[config.mk]
export PLATFORM = sky130hd
export DESIGN_NAME = game_flow_controller
export DESIGN_NICKNAME = d
export VERILOG_FILES = /design/src/rtl/game_pkg.sv /design/src/rtl/move_tick_gen.sv /design/src/rtl/game_flow_controller.sv
export SDC_FILE = /design/constraint.sdc
export NUM_CORES = 1
export LEC_CHECK = 0
export ABC_AREA = 1
export BUFFER_PORTS_ARGS = -buffer_cell sky130_fd_sc_hd__buf_4
export CAP_MARGIN = 25
export CORE_ASPECT_RATIO = 1.1
export CORE_MARGIN = 1
export CORE_UTILIZATION = 56
export CTS_CLUSTER_SIZE = 12
export DETAILED_ROUTE_END_ITERATION = 6
export PLACE_DENSITY = 0.76
export SLEW_MARGIN = 20
export SYNTH_ARGS = -nofsm -noshare
export SYNTH_HDL_FRONTEND = slang
export SYNTH_HIERARCHICAL = 1
export SYNTH_SLANG_ARGS = --single-unit
[constraint.sdc]
create_clock -name clk -period 2.3 [get_ports clk]
set_input_delay 0.23 -clock clk [delete_from_list [all_inputs] [get_ports clk]]
set_output_delay 0.23 -clock clk [all_outputs]
set_load 0.05 [all_outputs]
[src/rtl/game_pkg.sv]
// Shared encodings for the Pac-Man game-logic datapath: round states, move
// directions, sprite identifiers and the common timer width.
package game_pkg;

    localparam int TMR_W = 26;

    typedef enum logic [2:0] {
        ST_IDLE      = 3'd0,
        ST_READY     = 3'd1,
        ST_PLAY      = 3'd2,
        ST_DYING     = 3'd3,
        ST_RESPAWN   = 3'd4,
        ST_LEVEL_UP  = 3'd5,
        ST_GAME_OVER = 3'd6
    } state_e;

    typedef enum logic [1:0] {
        RIGHT = 2'd0,
        LEFT  = 2'd1,
        UP    = 2'd2,
        DOWN  = 2'd3
    } dir_e;

    typedef enum logic [2:0] {
        PACMAN = 3'd0,
        BLINKY = 3'd1,
        PINKY  = 3'd2,
        INKY   = 3'd3,
        CLYDE  = 3'd4
    } sprite_id_e;

endpackage

[src/rtl/move_tick_gen.sv]
// Move-step pacing divider: counts 0..TICK_DIV-1 while enabled and emits a
// registered one-cycle pulse in the cycle after the count reaches TICK_DIV-1.
module move_tick_gen
    import game_pkg::*;
#(
    parameter int unsigned TICK_DIV = 2
) (
    input  logic clk,
    input  logic rst,
    input  logic clr,
    input  logic en,
    output logic tick
);

    localparam logic [TMR_W-1:0] DIV_LAST = TMR_W'(TICK_DIV - 1);

    logic [TMR_W-1:0] cnt_q, cnt_d;
    logic             tick_q, tick_d;

    always_comb begin
        cnt_d  = cnt_q;
        tick_d = 1'b0;
        // Clear wins so a partial count never survives a state change.
        if (clr) begin
            cnt_d = '0;
        end else if (en) begin
            tick_d = (cnt_q == DIV_LAST);
            cnt_d  = tick_d ? '0 : cnt_q + TMR_W'(1);
        end
    end

    always_ff @(posedge clk or posedge rst) begin
        if (rst) begin
            cnt_q  <= '0;
            tick_q <= 1'b0;
        end else begin
            cnt_q  <= cnt_d;
            tick_q <= tick_d;
        end
    end

    assign tick = tick_q;

endmodule

[src/rtl/game_flow_controller.sv]
// Round sequencer for the Pac-Man datapath: owns the game flow FSM, the state
// timer, the lives/level counters and the sprite reset / move strobes.
module game_flow_controller
    import game_pkg::*;
#(
    parameter int unsigned LIVES        = 3,
    parameter int unsigned TICK_DIV     = 2,
    parameter int unsigned READY_CYCLES = 50000000,
    parameter int unsigned DEATH_CYCLES = 25000000
) (
    input  logic       clk,
    input  logic       rst,
    input  logic       start,
    input  logic       pacman_is_dead,
    input  logic       dots_cleared,
    output logic       move_tick,
    output logic       sprite_rst,
    output logic       freeze,
    output logic [1:0] lives,
    output logic [3:0] level,
    output logic [2:0] game_state,
    output logic       game_over
);

    localparam logic [TMR_W-1:0] READY_LAST = TMR_W'(READY_CYCLES - 1);
    localparam logic [TMR_W-1:0] DEATH_LAST = TMR_W'(DEATH_CYCLES - 1);

    state_e           state_q, state_d;
    logic [TMR_W-1:0] timer_q, timer_d;
    logic [1:0]       lives_q, lives_d;
    logic [3:0]       level_q, level_d;
    logic             start_q;
    logic             sprite_rst_q, sprite_rst_d;
    logic             freeze_q, freeze_d;
    logic             game_over_q, game_over_d;
    logic             start_edge;
    logic             div_clr;
    logic             div_en;

    assign start_edge = start & ~start_q;

    always_comb begin
        state_d = state_q;
        lives_d = lives_q;
        level_d = level_q;
        case (state_q)
            ST_IDLE: begin
                if (start_edge) begin
                    state_d = ST_READY;
                    lives_d = 2'(LIVES);
                    level_d = 4'd1;
                end
            end
            ST_READY: begin
                if (timer_q == READY_LAST) state_d = ST_PLAY;
            end
            ST_PLAY: begin
                // Death takes priority over clearing the maze in the same cycle.
                if (pacman_is_dead) begin
                    state_d = ST_DYING;
                end else if (dots_cleared) begin
                    state_d = ST_LEVEL_UP;
                    level_d = (level_q == 4'd15) ? 4'd15 : level_q + 4'd1;
                end
            end
            ST_DYING: begin
                if (timer_q == DEATH_LAST) begin
                    if (lives_q <= 2'd1) begin
                        state_d = ST_GAME_OVER;
                        lives_d = 2'd0;
                    end else begin
                        state_d = ST_RESPAWN;
                        lives_d = lives_q - 2'd1;
                    end
                end
            end
            ST_RESPAWN:  state_d = ST_READY;
            ST_LEVEL_UP: state_d = ST_READY;
            ST_GAME_OVER: begin
                lives_d = 2'd0;
                if (start_edge) state_d = ST_IDLE;
            end
            default: state_d = ST_IDLE;
        endcase

        timer_d = '0;
        if ((state_d == state_q) && ((state_q == ST_READY) || (state_q == ST_DYING)))
            timer_d = timer_q + TMR_W'(1);

        sprite_rst_d = ((state_q == ST_IDLE) && (state_d == ST_READY)) ||
                       (state_d == ST_RESPAWN) || (state_d == ST_LEVEL_UP);
        freeze_d     = (state_d != ST_PLAY);
        game_over_d  = (state_d == ST_GAME_OVER);
    end

    // The divider only runs while PLAY persists; entry and exit both clear it.
    assign div_clr = (state_q != ST_PLAY) || (state_d != ST_PLAY);
    assign div_en  = (state_q == ST_PLAY);

    move_tick_gen #(
        .TICK_DIV (TICK_DIV)
    ) u_move_tick_gen (
        .clk  (clk),
        .rst  (rst),
        .clr  (div_clr),
        .en   (div_en),
        .tick (move_tick)
    );

    always_ff @(posedge clk or posedge rst) begin
        if (rst) begin
            state_q      <= ST_IDLE;
            timer_q      <= '0;
            lives_q      <= 2'd0;
            level_q      <= 4'd0;
            start_q      <= 1'b0;
            sprite_rst_q <= 1'b0;
            freeze_q     <= 1'b1;
            game_over_q  <= 1'b0;
        end else begin
            state_q      <= state_d;
            timer_q      <= timer_d;
            lives_q      <= lives_d;
            level_q      <= level_d;
            start_q      <= start;
            sprite_rst_q <= sprite_rst_d;
            freeze_q     <= freeze_d;
            game_over_q  <= game_over_d;
        end
    end

    assign sprite_rst = sprite_rst_q;
    assign freeze     = freeze_q;
    assign lives      = lives_q;
    assign level      = level_q;
    assign game_state = state_q;
    assign game_over  = game_over_q;

endmodule

==> flow_summary.ini <==
[clocking]
cts_buffers = 9
cts-root-buf = clkbuf_8
clock_sinks = 66
clk_pin_slew_ns = 0.08
cts.path.max_buffers = 2
clk_latency_ns = 0.36
htreeDepth = 3
cts_tree = done

[yosys]
syn_area_per_cell_um2 = 7.36
synth.ff_latch_count = 66
synth_top_cell_area_share_pct = 39.0
syn-num-nets = 576
synth_warnings = 6
seq_area_frac_synth_pct = 39.6
synth_area_leader_cell = dfrtp_1
syn_inst = 567
synth-edff-count = 0
synthTopCellsByCount = nand2_1 (141), nor2_1 (99), dfrtp_1 (65)
synth_cell_type_count = 33
synth_area_leaders = dfrtp_1 (39%), nand2_1 (13%), nor2_1 (8.9%)
synth_flop_cell = dfrtp_1
yosysMostFrequentCell = nand2_1
async_flop_share_pct = 100
netlist_area_um2 = 4170

[detailed_routing]
avgViaCountPerCell = 5.31
route.detailed.drc = 4
postRouteAntennaNets = 0
wl_um = 10100
wire_per_inst_um = 14.2
drtIter0Drc = 234
vias = 3783
first_pass_iters = 7

[timing]
min_period_over_period_pct = 98.2
slew_violations = 0
finClkSkew_ns = 0.0109
setup-tns-final_ns = 0
setup_slack_ns = 0.0416
slew_headroom_pct = 51.4
setup_viol = 0
fmax_ghz = 0.443
hold_violations = 0
fin_crit_ns = 2.26
rsz0062_at_grt = true
worst_pin_slew_ns = 0.728
whs_ns = 0.266

[grt]
grt_pass1_wl_um = 16900
grt_max_degree = 28
grtUsageTotal_pct = 27.8
grt_overflow = 0
grt_pass1_vias = 3725
antenna_found_initial = 0

[die]
rows = 32
start_util_pct = 58.6
die-area_um2 = 7800
io_pins = 18
die_y_um = 92.6
die_w_um = 84.3
core_um2 = 7130

[critical_path]
startpoint_type = register
worstSetupStartpoint = timer_q[0]
critPathSlowestCell = dfrtp_1
arrival_ns = 2.50
crit_path_end_kind = register
crit_end = u_move_tick_gen/cnt_q[15]
worstSetupPathType = register to register
crit_fanout = 7
cp.required_ns = 2.54
r2r_cells = 14
cp_cell_sequence = ha_4 -> nand3_4 -> nor3_4 -> buf_4 -> nand4_1 -> nand3_2 -> nand4_1 -> nor2_4 -> inv_6 -> nand3_4 -> inv_2 -> nand2_2 -> xor2_1 -> nor2_1
r2r-start = timer_q[0]
r2r-end = u_move_tick_gen/cnt_q[15]
slowest_delay_ns = 0.41
rrSetupSlack_ns = 0.04

[finish]
layout.cells.non_filler = 713
nFillCells = 579
antenna_cells = 0
drive_above_1_share_pct = 25.3
areaGrowthSynthToFinish_pct = 18.6
nets = 632
utilization_pct = 69.5

[placed_design]
hpwl_um = 7360
gp_congestion = 0.988
port_buffers = 17
place_inst = 682
dp_slack_ns = -0.0307

[power_and_ir_drop]
p_int_mw = 1.96
p_sw_share_pct = 32.0
p_sw_uw = 922
clkPwrFrac_pct = 35.6
seqPwrFrac_pct = 45.7
p_comb_share_pct = 18.7
peakVddDrop_uv = 307
leakage_nw = 2.20
power.density_nw_per_um2 = 582

[outcome]
status = complete, but fails checks
violations = DRC

[flow_run]
drv_cap = 0

[min_path]
hp-class = input pin to register
min_from = pacman_is_dead
-- cells by family after synthesis --
logic type,count (synthesis),share of synthesized area [%]
adder cells (fa/ha/maj),4,1.20
AO/OA/AOI/OAI,25,3.18
XOR/XNOR,32,6.71
AND/OR/NAND/NOR,365,41.5
flip-flops,66,39.6
buffers and inverters,75,7.82
-- worst min-delay path by stage --
stage,endpoint,slack (ns),depth (start not counted)
6_report,level[3],0.27,4
5_1_grt,level[3],0.31,4
4_1_cts,level[3],0.26,4
3_5_place_dp,u_move_tick_gen/cnt_q[24],0.34,3
3_3_place_gp,u_move_tick_gen/cnt_q[24],0.33,3
2_1_floorplan,start_q,0.26,0
-- stage by stage --
step	area, µm²	power (mW)
2_1_floorplan	4180	1.68
3_3_place_gp	4480	1.79
3_5_place_dp	4480	1.81
4_1_cts	4800	2.86
5_1_grt	4950	3.00
6_report	4950	2.88
-- layer usage --
layer | up-vias | global-route usage (%) | wire length, µm
met5 | - | 0 | 0
met4 | 0 | 14.7 | 380
met3 | 31 | 5.61 | 372
met2 | 76 | 50.1 | 5270
met1 | 1794 | 31.0 | 4110
li1 | 1882 | - | -
-- placed cells by master (no fill, tap or decap), drive strengths merged, types with 3 or more instances in the layout --
cell type	count
xor2	25
clkbuf	10
dfrtp	65
nor3	21
nand4	16
nand3b	3
clkinv	3
nor2	136
nand2	151
ha	4
inv	72
buf	47
a21oi	9
xnor2	7
nand3	36
o21ai	13
-- cell type report --
class | count | area [µm²] | share of cell area, %
Clock inverter | 6 | 65.1 | 1.31
Sequential cell | 66 | 1660 | 33.5
Clock buffer | 10 | 138 | 2.78
Multi-Input combinational cell | 426 | 2330 | 47.1
Timing Repair Buffer | 49 | 380 | 7.68
Inverter | 71 | 272 | 5.48
Tap cell | 85 | 106 | 2.15
-- power groups by stage --
stage	Clock, mW	Combinational, mW	Sequential (mW)
finish	1.03	0.539	1.32
global route	1.09	0.589	1.33
CTS	1.04	0.508	1.31
detailed placement	0	0.483	1.33
global placement	0	0.471	1.32
floorplan	0	0.263	1.42
-- critical path: cells and delay by family, from the launching register on --
| family | cells | cell delay (ns) |
|---|---|---|
| simple gates | 9 | 1.12 |
| flops | 1 | 0.41 |
| buf+inv | 3 | 0.27 |
| fa+ha+maj | 1 | 0.18 |
| xor+xnor | 1 | 0.15 |
-- state kept, by name (all words and copies together), names as in the netlist --
| register | cells |
|---|---|
| timer_q | 26 |
| game_over | 1 |
| lives | 2 |
| u_move_tick_gen/cnt_q | 26 |
| sprite_rst | 1 |
| u_move_tick_gen/tick | 1 |
| game_state | 3 |
| start_q | 1 |
| freeze | 1 |
| level | 4 |
-- repair_timing --
item | CTS | global route
pin swaps | 7 | 12
resized for setup | 9 | 30
hold buffers | 2 | 0
setup endpoints to repair | 3 | 26
buffers inserted | 8 | 5
endpoints found under the hold margin | 28 | 0
Note: power is estimated with default switching activity, not from simulation.
